===== src/rtl/seg7_scan_display_pkg.sv =====
// Shared types and helpers for the scanned 7-segment display path.
// Segment constants are active-high {dp,g,f,e,d,c,b,a}.
package seg7_pkg;

   typedef enum logic [1:0] {
      IDLE,
      CONV,
      COMMIT
   } conv_state_t;

   localparam logic [7:0] SEG_BLANK = 8'h00;
   localparam logic [7:0] SEG_DASH  = 8'h40;

   // Digits 0-9 only; any other nibble decodes to an unlit digit.
   function automatic logic [6:0] seg_decode(input logic [3:0] nibble);
      logic [6:0] seg;
      case (nibble)
         4'd0:    seg = 7'h3F;
         4'd1:    seg = 7'h06;
         4'd2:    seg = 7'h5B;
         4'd3:    seg = 7'h4F;
         4'd4:    seg = 7'h66;
         4'd5:    seg = 7'h6D;
         4'd6:    seg = 7'h7D;
         4'd7:    seg = 7'h07;
         4'd8:    seg = 7'h7F;
         4'd9:    seg = 7'h6F;
         default: seg = SEG_BLANK[6:0];
      endcase
      return seg;
   endfunction

   function automatic logic [63:0] pow10(input int n);
      logic [63:0] p;
      p = 64'd1;
      for (int i = 0; i < n; i++) begin
         p = p * 64'd10;
      end
      return p;
   endfunction

endpackage


===== src/rtl/seg7_scan_display_if.sv =====
// Ready/valid value port of the display: one transfer carries value, dp mask and blanking mode.
// The source (master) holds i_valid until o_ready; nothing is queued on the sink side.
interface seg7_scan_display_if #(
   parameter int N_DIGITS  = 4,
   parameter int BIN_WIDTH = 14
);
   logic                 i_valid;
   logic [BIN_WIDTH-1:0] i_value;
   logic [N_DIGITS-1:0]  i_dp;
   logic                 i_blankLZ;
   logic                 o_ready;

   modport master (
      output i_valid,
      output i_value,
      output i_dp,
      output i_blankLZ,
      input  o_ready
   );

   modport slave (
      input  i_valid,
      input  i_value,
      input  i_dp,
      input  i_blankLZ,
      output o_ready
   );
endinterface


===== src/rtl/seg7_scan_display_bcd.sv =====
// Sequential double-dabble: accepts one value, BIN_WIDTH shift cycles, one commit cycle.
// Latency transfer edge + BIN_WIDTH+1; o_ready low for that whole span, accept period BIN_WIDTH+2.
module bin_to_bcd_seq
   import seg7_pkg::*;
#(
   parameter int BIN_WIDTH = 14,
   parameter int N_DIGITS  = 4
) (
   input  logic                    i_clk,
   input  logic                    i_rst,
   seg7_scan_display_if.slave      in_if,
   output logic                    o_commit,
   output logic [4*N_DIGITS-1:0]   o_bcd,
   output logic                    o_ovf,
   output logic [N_DIGITS-1:0]     o_dp,
   output logic                    o_blank
);

   localparam int          BCD_W   = 4 * N_DIGITS;
   localparam int          CNT_W   = $clog2(BIN_WIDTH + 1);
   localparam logic [63:0] MAX_VAL = pow10(N_DIGITS) - 64'd1;

   conv_state_t          state_q;
   logic                 ready_q;
   logic [BIN_WIDTH-1:0] shift_q, shift_d;
   logic [BCD_W-1:0]     bcd_q, bcd_d, bcd_adj;
   logic [CNT_W-1:0]     cnt_q;
   logic [N_DIGITS-1:0]  dp_q;
   logic                 blank_q;
   logic                 ovf_q;
   logic                 accept;

   assign accept = in_if.i_valid && ready_q;

   // Add-3 correction then shift; digits pushed past the top nibble are dropped.
   always_comb begin
      bcd_adj = bcd_q;
      for (int d = 0; d < N_DIGITS; d++) begin
         if (bcd_q[4*d +: 4] >= 4'd5) begin
            bcd_adj[4*d +: 4] = bcd_q[4*d +: 4] + 4'd3;
         end
      end
      bcd_d   = {bcd_adj[BCD_W-2:0], shift_q[BIN_WIDTH-1]};
      shift_d = shift_q << 1;
   end

   always_ff @(posedge i_clk or posedge i_rst) begin
      if (i_rst) begin
         state_q <= IDLE;
         ready_q <= 1'b1;
         shift_q <= '0;
         bcd_q   <= '0;
         cnt_q   <= '0;
         dp_q    <= '0;
         blank_q <= 1'b0;
         ovf_q   <= 1'b0;
      end else begin
         case (state_q)
            IDLE: begin
               if (accept) begin
                  state_q <= CONV;
                  ready_q <= 1'b0;
                  shift_q <= in_if.i_value;
                  bcd_q   <= '0;
                  cnt_q   <= '0;
                  dp_q    <= in_if.i_dp;
                  blank_q <= in_if.i_blankLZ;
                  ovf_q   <= (64'(in_if.i_value) > MAX_VAL);
               end
            end
            CONV: begin
               shift_q <= shift_d;
               bcd_q   <= bcd_d;
               cnt_q   <= cnt_q + CNT_W'(1);
               if (cnt_q == CNT_W'(BIN_WIDTH - 1)) begin
                  state_q <= COMMIT;
               end
            end
            COMMIT: begin
               state_q <= IDLE;
               ready_q <= 1'b1;
            end
            default: begin
               state_q <= IDLE;
               ready_q <= 1'b1;
            end
         endcase
      end
   end

   assign in_if.o_ready = ready_q;
   assign o_commit      = (state_q == COMMIT);
   assign o_bcd         = bcd_q;
   assign o_ovf         = ovf_q;
   assign o_dp          = dp_q;
   assign o_blank       = blank_q;

endmodule


===== src/rtl/seg7_scan_display.sv =====
// Scanned N-digit 7-segment driver: committed BCD is held and multiplexed one digit per SCAN_DIV clocks.
// Value port backpressures during conversion; select and segments are registered on the same edge.
module seg7_scan_display
   import seg7_pkg::*;
#(
   parameter int N_DIGITS   = 4,
   parameter int BIN_WIDTH  = 14,
   parameter int SCAN_DIV   = 50000,
   parameter int SEG_ACT_LO = 1,
   parameter int DIG_ACT_LO = 1
) (
   input  logic                 i_clk,
   input  logic                 i_rst,
   seg7_scan_display_if.slave   in_if,
   output logic                 o_overflow,
   output logic [N_DIGITS-1:0]  o_digitSelect,
   output logic [7:0]           o_LED
);

   localparam int                  BCD_W      = 4 * N_DIGITS;
   localparam int                  PRESC_W    = $clog2(SCAN_DIV);
   localparam int                  IDX_W      = (N_DIGITS > 1) ? $clog2(N_DIGITS) : 1;
   localparam logic [7:0]          LED_RST_HI = {1'b0, seg_decode(4'd0)};
   localparam logic [7:0]          LED_RST    = (SEG_ACT_LO != 0) ? ~LED_RST_HI : LED_RST_HI;
   localparam logic [N_DIGITS-1:0] SEL_RST_HI = N_DIGITS'(1);
   localparam logic [N_DIGITS-1:0] SEL_RST    = (DIG_ACT_LO != 0) ? ~SEL_RST_HI : SEL_RST_HI;

   logic                conv_commit;
   logic [BCD_W-1:0]    conv_bcd;
   logic                conv_ovf;
   logic [N_DIGITS-1:0] conv_dp;
   logic                conv_blank;

   logic [BCD_W-1:0]    disp_bcd_q;
   logic [N_DIGITS-1:0] disp_dp_q;
   logic                disp_blank_q;
   logic                disp_ovf_q;

   logic [PRESC_W-1:0]  presc_q, presc_d;
   logic [IDX_W-1:0]    idx_q, idx_d;
   logic [N_DIGITS-1:0] sel_q, sel_d, sel_hi;
   logic [7:0]          led_q, led_d, seg_hi;
   logic [3:0]          nib;
   logic                upper_zero;

   bin_to_bcd_seq #(
      .BIN_WIDTH (BIN_WIDTH),
      .N_DIGITS  (N_DIGITS)
   ) u_conv (
      .i_clk    (i_clk),
      .i_rst    (i_rst),
      .in_if    (in_if),
      .o_commit (conv_commit),
      .o_bcd    (conv_bcd),
      .o_ovf    (conv_ovf),
      .o_dp     (conv_dp),
      .o_blank  (conv_blank)
   );

   always_comb begin
      presc_d = presc_q + PRESC_W'(1);
      idx_d   = idx_q;
      if (presc_q == PRESC_W'(SCAN_DIV - 1)) begin
         presc_d = '0;
         idx_d   = (idx_q == IDX_W'(N_DIGITS - 1)) ? '0 : idx_q + IDX_W'(1);
      end
   end

   // Decode for the digit selected next cycle so select and segments land together.
   always_comb begin
      nib        = disp_bcd_q[4*int'(idx_d) +: 4];
      upper_zero = ((disp_bcd_q >> (4 * int'(idx_d))) == '0);
      seg_hi     = {disp_dp_q[idx_d], seg_decode(nib)};
      if (disp_blank_q && (idx_d != '0) && upper_zero) begin
         seg_hi = {disp_dp_q[idx_d], SEG_BLANK[6:0]};
      end
      if (disp_ovf_q) begin
         seg_hi = SEG_DASH;
      end
      led_d  = (SEG_ACT_LO != 0) ? ~seg_hi : seg_hi;
      sel_hi = N_DIGITS'(1) << idx_d;
      sel_d  = (DIG_ACT_LO != 0) ? ~sel_hi : sel_hi;
   end

   always_ff @(posedge i_clk or posedge i_rst) begin
      if (i_rst) begin
         disp_bcd_q   <= '0;
         disp_dp_q    <= '0;
         disp_blank_q <= 1'b0;
         disp_ovf_q   <= 1'b0;
         presc_q      <= '0;
         idx_q        <= '0;
         sel_q        <= SEL_RST;
         led_q        <= LED_RST;
      end else begin
         if (conv_commit) begin
            disp_bcd_q   <= conv_bcd;
            disp_dp_q    <= conv_dp;
            disp_blank_q <= conv_blank;
            disp_ovf_q   <= conv_ovf;
         end
         presc_q <= presc_d;
         idx_q   <= idx_d;
         sel_q   <= sel_d;
         led_q   <= led_d;
      end
   end

   assign o_overflow    = disp_ovf_q;
   assign o_digitSelect = sel_q;
   assign o_LED         = led_q;

endmodule


===== src/flat_wrapper.sv =====
// flat-port wrapper written by rule: the top's interface ports become plain ports
module seg7_scan_display_flat import seg7_pkg::*;
#(
   parameter int N_DIGITS   = 4,
   parameter int BIN_WIDTH  = 14,
   parameter int SCAN_DIV   = 50000,
   parameter int SEG_ACT_LO = 1,
   parameter int DIG_ACT_LO = 1
)
  (i_clk, i_rst, o_overflow, o_digitSelect, o_LED, in_if_i_valid, in_if_i_value, in_if_i_dp, in_if_i_blankLZ, in_if_o_ready);
  seg7_scan_display_if #(.N_DIGITS(N_DIGITS), .BIN_WIDTH(BIN_WIDTH)) in_if_i ();
  input  logic i_clk;
  input  logic i_rst;
  output logic o_overflow;
  output logic [N_DIGITS-1:0] o_digitSelect;
  output logic [7:0] o_LED;
  input wire logic [$bits(in_if_i.i_valid)-1:0] in_if_i_valid;
  input wire logic [$bits(in_if_i.i_value)-1:0] in_if_i_value;
  input wire logic [$bits(in_if_i.i_dp)-1:0] in_if_i_dp;
  input wire logic [$bits(in_if_i.i_blankLZ)-1:0] in_if_i_blankLZ;
  output wire logic [$bits(in_if_i.o_ready)-1:0] in_if_o_ready;
  assign in_if_i.i_valid = in_if_i_valid;
  assign in_if_i.i_value = in_if_i_value;
  assign in_if_i.i_dp = in_if_i_dp;
  assign in_if_i.i_blankLZ = in_if_i_blankLZ;
  assign in_if_o_ready = in_if_i.o_ready;
  seg7_scan_display #(.N_DIGITS(N_DIGITS), .BIN_WIDTH(BIN_WIDTH), .SCAN_DIV(SCAN_DIV), .SEG_ACT_LO(SEG_ACT_LO), .DIG_ACT_LO(DIG_ACT_LO)) u_core (.i_clk(i_clk), .i_rst(i_rst), .in_if(in_if_i), .o_overflow(o_overflow), .o_digitSelect(o_digitSelect), .o_LED(o_LED));
endmodule

===== config.mk =====
export PLATFORM = sky130hd
export DESIGN_NAME = seg7_scan_display_flat
export DESIGN_NICKNAME = d
export VERILOG_FILES = /design/src/rtl/seg7_scan_display_pkg.sv /design/src/rtl/seg7_scan_display_if.sv /design/src/rtl/seg7_scan_display_bcd.sv /design/src/rtl/seg7_scan_display.sv /design/src/flat_wrapper.sv
export SDC_FILE = /design/constraint.sdc
export NUM_CORES = 1
export LEC_CHECK = 0
export ABC_AREA = 1
export CAP_MARGIN = 0
export CORE_ASPECT_RATIO = 0.8
export CORE_UTILIZATION = 60
export DETAILED_ROUTE_END_ITERATION = 8
export GPL_TIMING_DRIVEN = 0
export PLACE_DENSITY = 0.87
export SYNTH_ARGS = -nofsm -noshare
export SYNTH_HDL_FRONTEND = slang
export SYNTH_SLANG_ARGS = --single-unit

===== constraint.sdc =====
create_clock -name i_clk -period 7.75 [get_ports i_clk]
set_input_delay 1.1625 -clock i_clk [delete_from_list [all_inputs] [get_ports i_clk]]
set_output_delay 1.1625 -clock i_clk [all_outputs]
set_load 0.005 [all_outputs]

Word-level counts from Yosys, hierarchy flattened
Memory sizes are Yosys's and may differ from the RTL's.
Cells that the tools add are included.
{ "classes": {"n_addsub": 7, "order_cmp": 6, "n_eq_ne": 7, "shifts": 3, "mux": 22, "bitwise_logic": 3, "reduce_logical": 11} }
{ "ops": {"columns": ["cell", "n"], "rows": [
  ["$mux W16", 2],
  ["$pmux W16 S2", 1],
  ["$pmux W14 S2", 1],
  ["$add A16 B1 Y16 const B", 1],
  ["$eq A16 B16 Y1 const B", 1],
  ["$ge A4 B3 Y1 const B", 4],
  ["$logic_not A16 Y1", 1],
  ["$mux W4", 4],
  ["$shiftx A16 B5 Y4", 1],
  ["$shr A16 B4 Y16", 1],
  ["$gt A14 B14 Y1 const B", 1],
  ["$mux W14", 1],
  ["$add A4 B2 Y4 const B", 3],
  ["$mux W2", 4],
  ["$mux W8", 1],
  ["$not A8 Y8", 1],
  ["$pmux W4 S2", 1],
  ["$reduce_and A2 Y1", 4],
  ["$mux W7", 1],
  ["$add A4 B1 Y4 const B", 1],
  ["$eq A2 B2 Y1 const B", 2],
  ["$eq A4 B4 Y1 const B", 1],
  ["$ne A2 B2 Y1 const B", 2],
  ["$not A4 Y4", 1],
  ["other kinds (14)", 18]
]} }
{ "word_totals": {"ff_bits": 95, "romBits": 112, "input_bits": 22, "output_inout_bits": 14, "wordCells": 76, "mem_count": 1} }
{ "mem_list": {"columns": ["memory", "depth", "word_bits", "read_ports", "rd_clocked_by_memory_dff", "wr", "line", "rtl"], "rows": [
  ["(no name shown)", 16, 7, 1, 0, 0, "seg7_scan_display_pkg.sv:17", "case (nibble)"]
]} }

Depth between registers and ports, before layout
{ "logic_depth": {"word_depth": 9, "ltp_mapped": 19, "depth_no_buf": 19} }

Modules after synthesis
From an unflattened synthesis, not the netlist that was laid out.
{ "unflattened": {"cells_unflattened": 612, "area_unflattened_um2": 5008.6} }
{ "by_module_without_submodules": {"columns": ["module", "instances", "cells_each", "area_per_inst_um2", "seq_area_each_um2"], "rows": [
  ["seg7_scan_display", 1, 326, 2773.9, 1307.5],
  ["bin_to_bcd_seq", 1, 286, 2234.6, 1077.3]
]} }

Worst setup path after synthesis
No wires, ideal clock.
{ "synth_path": {"path_kind": "input-to-reg", "from": "input in_if_i_valid", "to": "register u_core.u_conv.shift_q[10]", "setup_ps": 82, "arrival_ps": 2118, "required_ps": 7668, "slack_ps": 5550, "path_stages": 5, "path_buffers": 1, "cell_sequence": "nand4_1 nand2_1 clkbuf_1 nor2_1 a31oi_1"} }
{ "synth_between": {"elab_chain_cells": 3} }
{ "synth_rtl": {"columns": ["element", "line", "rtl"], "rows": [
  ["start: declaration", "flat_wrapper.sv:17", "input wire logic [$bits(in_if_i.i_valid)-1:0] in_if_i_valid;"],
  ["$logic_and A1 B1 Y1", "seg7_scan_display_bcd.sv:33", "assign accept = in_if.i_valid && ready_q;"],
  ["$ne A2 B2 Y1 (no line)", null, null],
  ["$reduce_and A2 Y1 (no line)", null, null],
  ["end signal: assignment", "seg7_scan_display_bcd.sv:63", "shift_q <= in_if.i_value;"],
  ["end signal: assignment", "seg7_scan_display_bcd.sv:72", "shift_q <= shift_d;"],
  ["end: declaration", "seg7_scan_display_bcd.sv:25", "logic [BIN_WIDTH-1:0] shift_q, shift_d;"]
]} }
Every way passes these cells.
A chain may end at the register's enable or synchronous reset.

Worst setup path in the final report
{ "layout_path": {"from": "input in_if_i_valid", "to": "register u_core.u_conv.shift_q[6]"} }
Same word-level chain as after synthesis.

==> summary.md <==
| Metric | Value |
|---|---|
| DR vias | 3936 |
| Leak pwr | 0.00266 uW |
| CTS tree | built |
| Total CTS buffers | 9 |
| Core ar. | 7600 um^2 |
| Synth top area share | 0.461 |
| Gr usage total | 0.256 |
| Die Area | 8410 um^2 |
| Prevailing post-synth register cell | dfrtp_1 |
| ANT nets after route | 0 |
| I/O pin total | 36 |
| Max Slew Vio Count | 0 |
| Post-synthesis sequential area ratio | 0.494 |
| First-pass DRT Iterations | 4 |
| Die extent in x | 102 um |
| Drt wl/cell | 13.9 um |
| First-pass GRT wire length | 16.5 mm |
| Finished Core Util | 0.734 |
| Syn Nets | 600 |
| Post-Route WL | 10.0 mm |
| Library cells used by synthesis | 45 |
| Post-CTS Hold Buffers | 0 |
| Gpl congestion | 0.831 |
| Final Non-Filler Cells | 720 |
| PortBufs | 35 |
| Synthesized area | 4830 um^2 |
| Critical path arrival | 2.97 ns |
| Most frequent cells in the layout | nand2_1, dfrtp_1, inv_1 |
| Power density cells | 332 nW/um^2 |
| Post-Route Skew | 0.00930 ns |
| Area Overhead vs Synth | 15.7% |
| Post-synthesis cell count | 563 |
| RSZ-0062 raised after global routing | false |
| Row cnt | 28 |
| Clk_lat worst skew | 0.36 ns |
| Top cells by area, synth | dfrtp_1, nand2_1, inv_1 |
| VDD IR max | 0.222 mV |
| Achievable Freq | 362 MHz |
| Setup TNS | 0 ns |
| Most common cell after layout, fill and taps aside | nand2_1 |
| Fraction of layout cells with a size suffix above 1 | 0.115 |
| Vias in the first global route | 3574 |
| Critical Path Source Type | primary input |
| Post-synth EDFFs | 0 |
| Initial core utilization | 0.635 |
| Largest net degree at the start of global routing | 77 |
| Tightest Pin Transition | 0.713 ns |
| Clock Path Buffers | 2 |
| Worst hold path class | flop to flop |
| Clk root buf | clkbuf_8 |
| Synth Register Bits | 95 |
| Max Cap Violations | 0 |
| Status | complete, no violations |
| Ys Warns | 0 |
| Ys async rst share | 1.00 |
| Slew HR | 0.523 |
| Multi-input gate area | 2080 um^2 |
| Min Tclk post-route | 2.76 ns |
| Clock-pin transition on the worst setup and hold timing paths | 0.08 ns |
| Crit path required time | 7.96 ns |
| Critical Path Fanout Max | 10 |
| Antenna diodes | 0 |
| CP Class | primary input to flop |
| Clock Sinks | 95 |
| H-tree Lvls | 3 |
| Final net count | 647 |
| Fillers | 572 |
| Detail Placement HPWL | 7.19 mm |
| # resized after CTS | 0 |
| GRT overflow | 0 |
| Sequential cell area | 2380 um^2 |
| Final period utilization | 0.356 |
| Post CTS Setup Buffer Count | 0 |
| Initial antenna violation count | 0 |
| Vias per inst | 5.47 |
| Syn avg cell area | 8.57 um^2 |
| Crit. End Element | flop |
| Largest area contributor in the netlist | dfrtp_1 |
| Setup Viol. Count Final | 0 |
| Die Span Y | 82.2 um |
| Endpoints failing hold | 0 |
| Initial DRC Count | 191 |
| DRC | 0 |
| Placed cell count | 704 |
==> cell usage after synthesis, types with 2 or more instances <==
cell / n
dfstp_2: 6
nand3_1: 37
o211ai_1: 2
xor2_1: 8
nand2_4: 8
mux2_2: 3
nor2_4: 3
o22ai_1: 12
nor3_1: 9
inv_1: 67
nor4_1: 2
a31oi_1: 9
nand2_1: 118
nand2_2: 12
o21ai_0: 48
clkinv_2: 2
nor2_2: 5
nand3_2: 4
nand4_1: 2
a21oi_1: 13
nor2_1: 51
ha_1: 15
dfrtp_1: 89
inv_2: 2
nand3b_1: 3
nand3_4: 2
clkbuf_1: 13
==> cell type report <==
type,instances,share of cell area
repair buffers,36,0.0677
flip-flops and latches,95,0.427
multi-input cells,380,0.372
plain buffers,16,0.0157
clock buffers,10,0.0247
inverters,72,0.0498
well taps,105,0.0235
clock inverters,6,0.0193
==> critical path, cell delays in order <==
cell,delay [ns]
clkdlybuf4s50_1,0.45
nand4_1,0.38
nand2_1,0.34
clkbuf_1,0.44
a31oi_1,0.18
==> final timing paths <==
check / startpoint / endpoint / slack (ns) / cells after the start
setup / recovery: in_if_i_valid / u_core.u_conv.shift_q[6] / 4.99 / 5
hold / removal: u_core.presc_q[0] / u_core.presc_q[0] / 0.46 / 1
setup reg to reg: u_core.presc_q[0] / u_core.o_LED[1] / 5.45 / 13
hold reg to reg: u_core.presc_q[0] / u_core.presc_q[0] / 0.46 / 1
max in group asynchronous: i_rst / u_core.o_digitSelect[2] / 5.99 / 3
min in group asynchronous: i_rst / u_core.u_conv.shift_q[5] / 1.08 / 2
==> cell families (layout without fill, tap and decap cells) <==
kind of cell	after synthesis	after routing	share of synthesized area
mux	3	3	0.00700
flops	95	95	0.494
simple gates	259	259	0.256
buf+inv	88	140	0.0752
xor+xnor	9	9	0.0163
compound gates	94	94	0.112
fa+ha+maj	15	15	0.0389
==> flip-flops by register name (all words and copies together), names as in the netlist <==
register / count
u_core.u_conv.shift_q: 14
u_core.u_conv.cnt_q: 4
u_core.o_LED: 8
u_core.disp_dp_q: 4
u_core.u_conv.o_blank: 1
u_core.u_conv.o_ovf: 1
u_core.u_conv.state_q: 2
u_core.disp_bcd_q: 16
u_core.o_overflow: 1
u_core.u_conv.o_dp: 4
u_core.presc_q: 16
u_core.u_conv.in_if.o_ready: 1
u_core.disp_blank_q: 1
u_core.o_digitSelect: 4
u_core.u_conv.o_bcd: 16
u_core.idx_q: 2
==> metal layers <==
layer / vias up / wire [um] / track usage
met5: - / 0 / 0
met4: 0 / 136 / 0.0714
met3: 16 / 505 / 0.0707
met2: 138 / 4840 / 0.423
met1: 1857 / 4520 / 0.334
li1: 1925 / - / -
==> report_power, final <==
| group | switching, uW | total [uW] | internal (uW) |
|---|---|---|---|
| combinational | 440 | 704 | 264 |
| sequential | 98.3 | 759 | 660 |
| clock | 171 | 393 | 222 |
==> per-stage QoR <==
step / area (um^2) / total power (uW) / setup WS [ns] / hold slack (ns)
6_report: 5580 / 1850 / 4.99 / 0.463
5_1_grt: 5580 / 2000 / 4.93 / 0.497
4_1_cts: 5580 / 1860 / 5.00 / 0.469
3_5_place_dp: 5340 / 1460 / 4.63 / 0.457
3_3_place_gp: 5310 / 1410 / 2.80 / 0.445
2_1_floorplan: 4830 / 1240 / 4.12 / 0.431
Power figures use the tool's default switching activity.
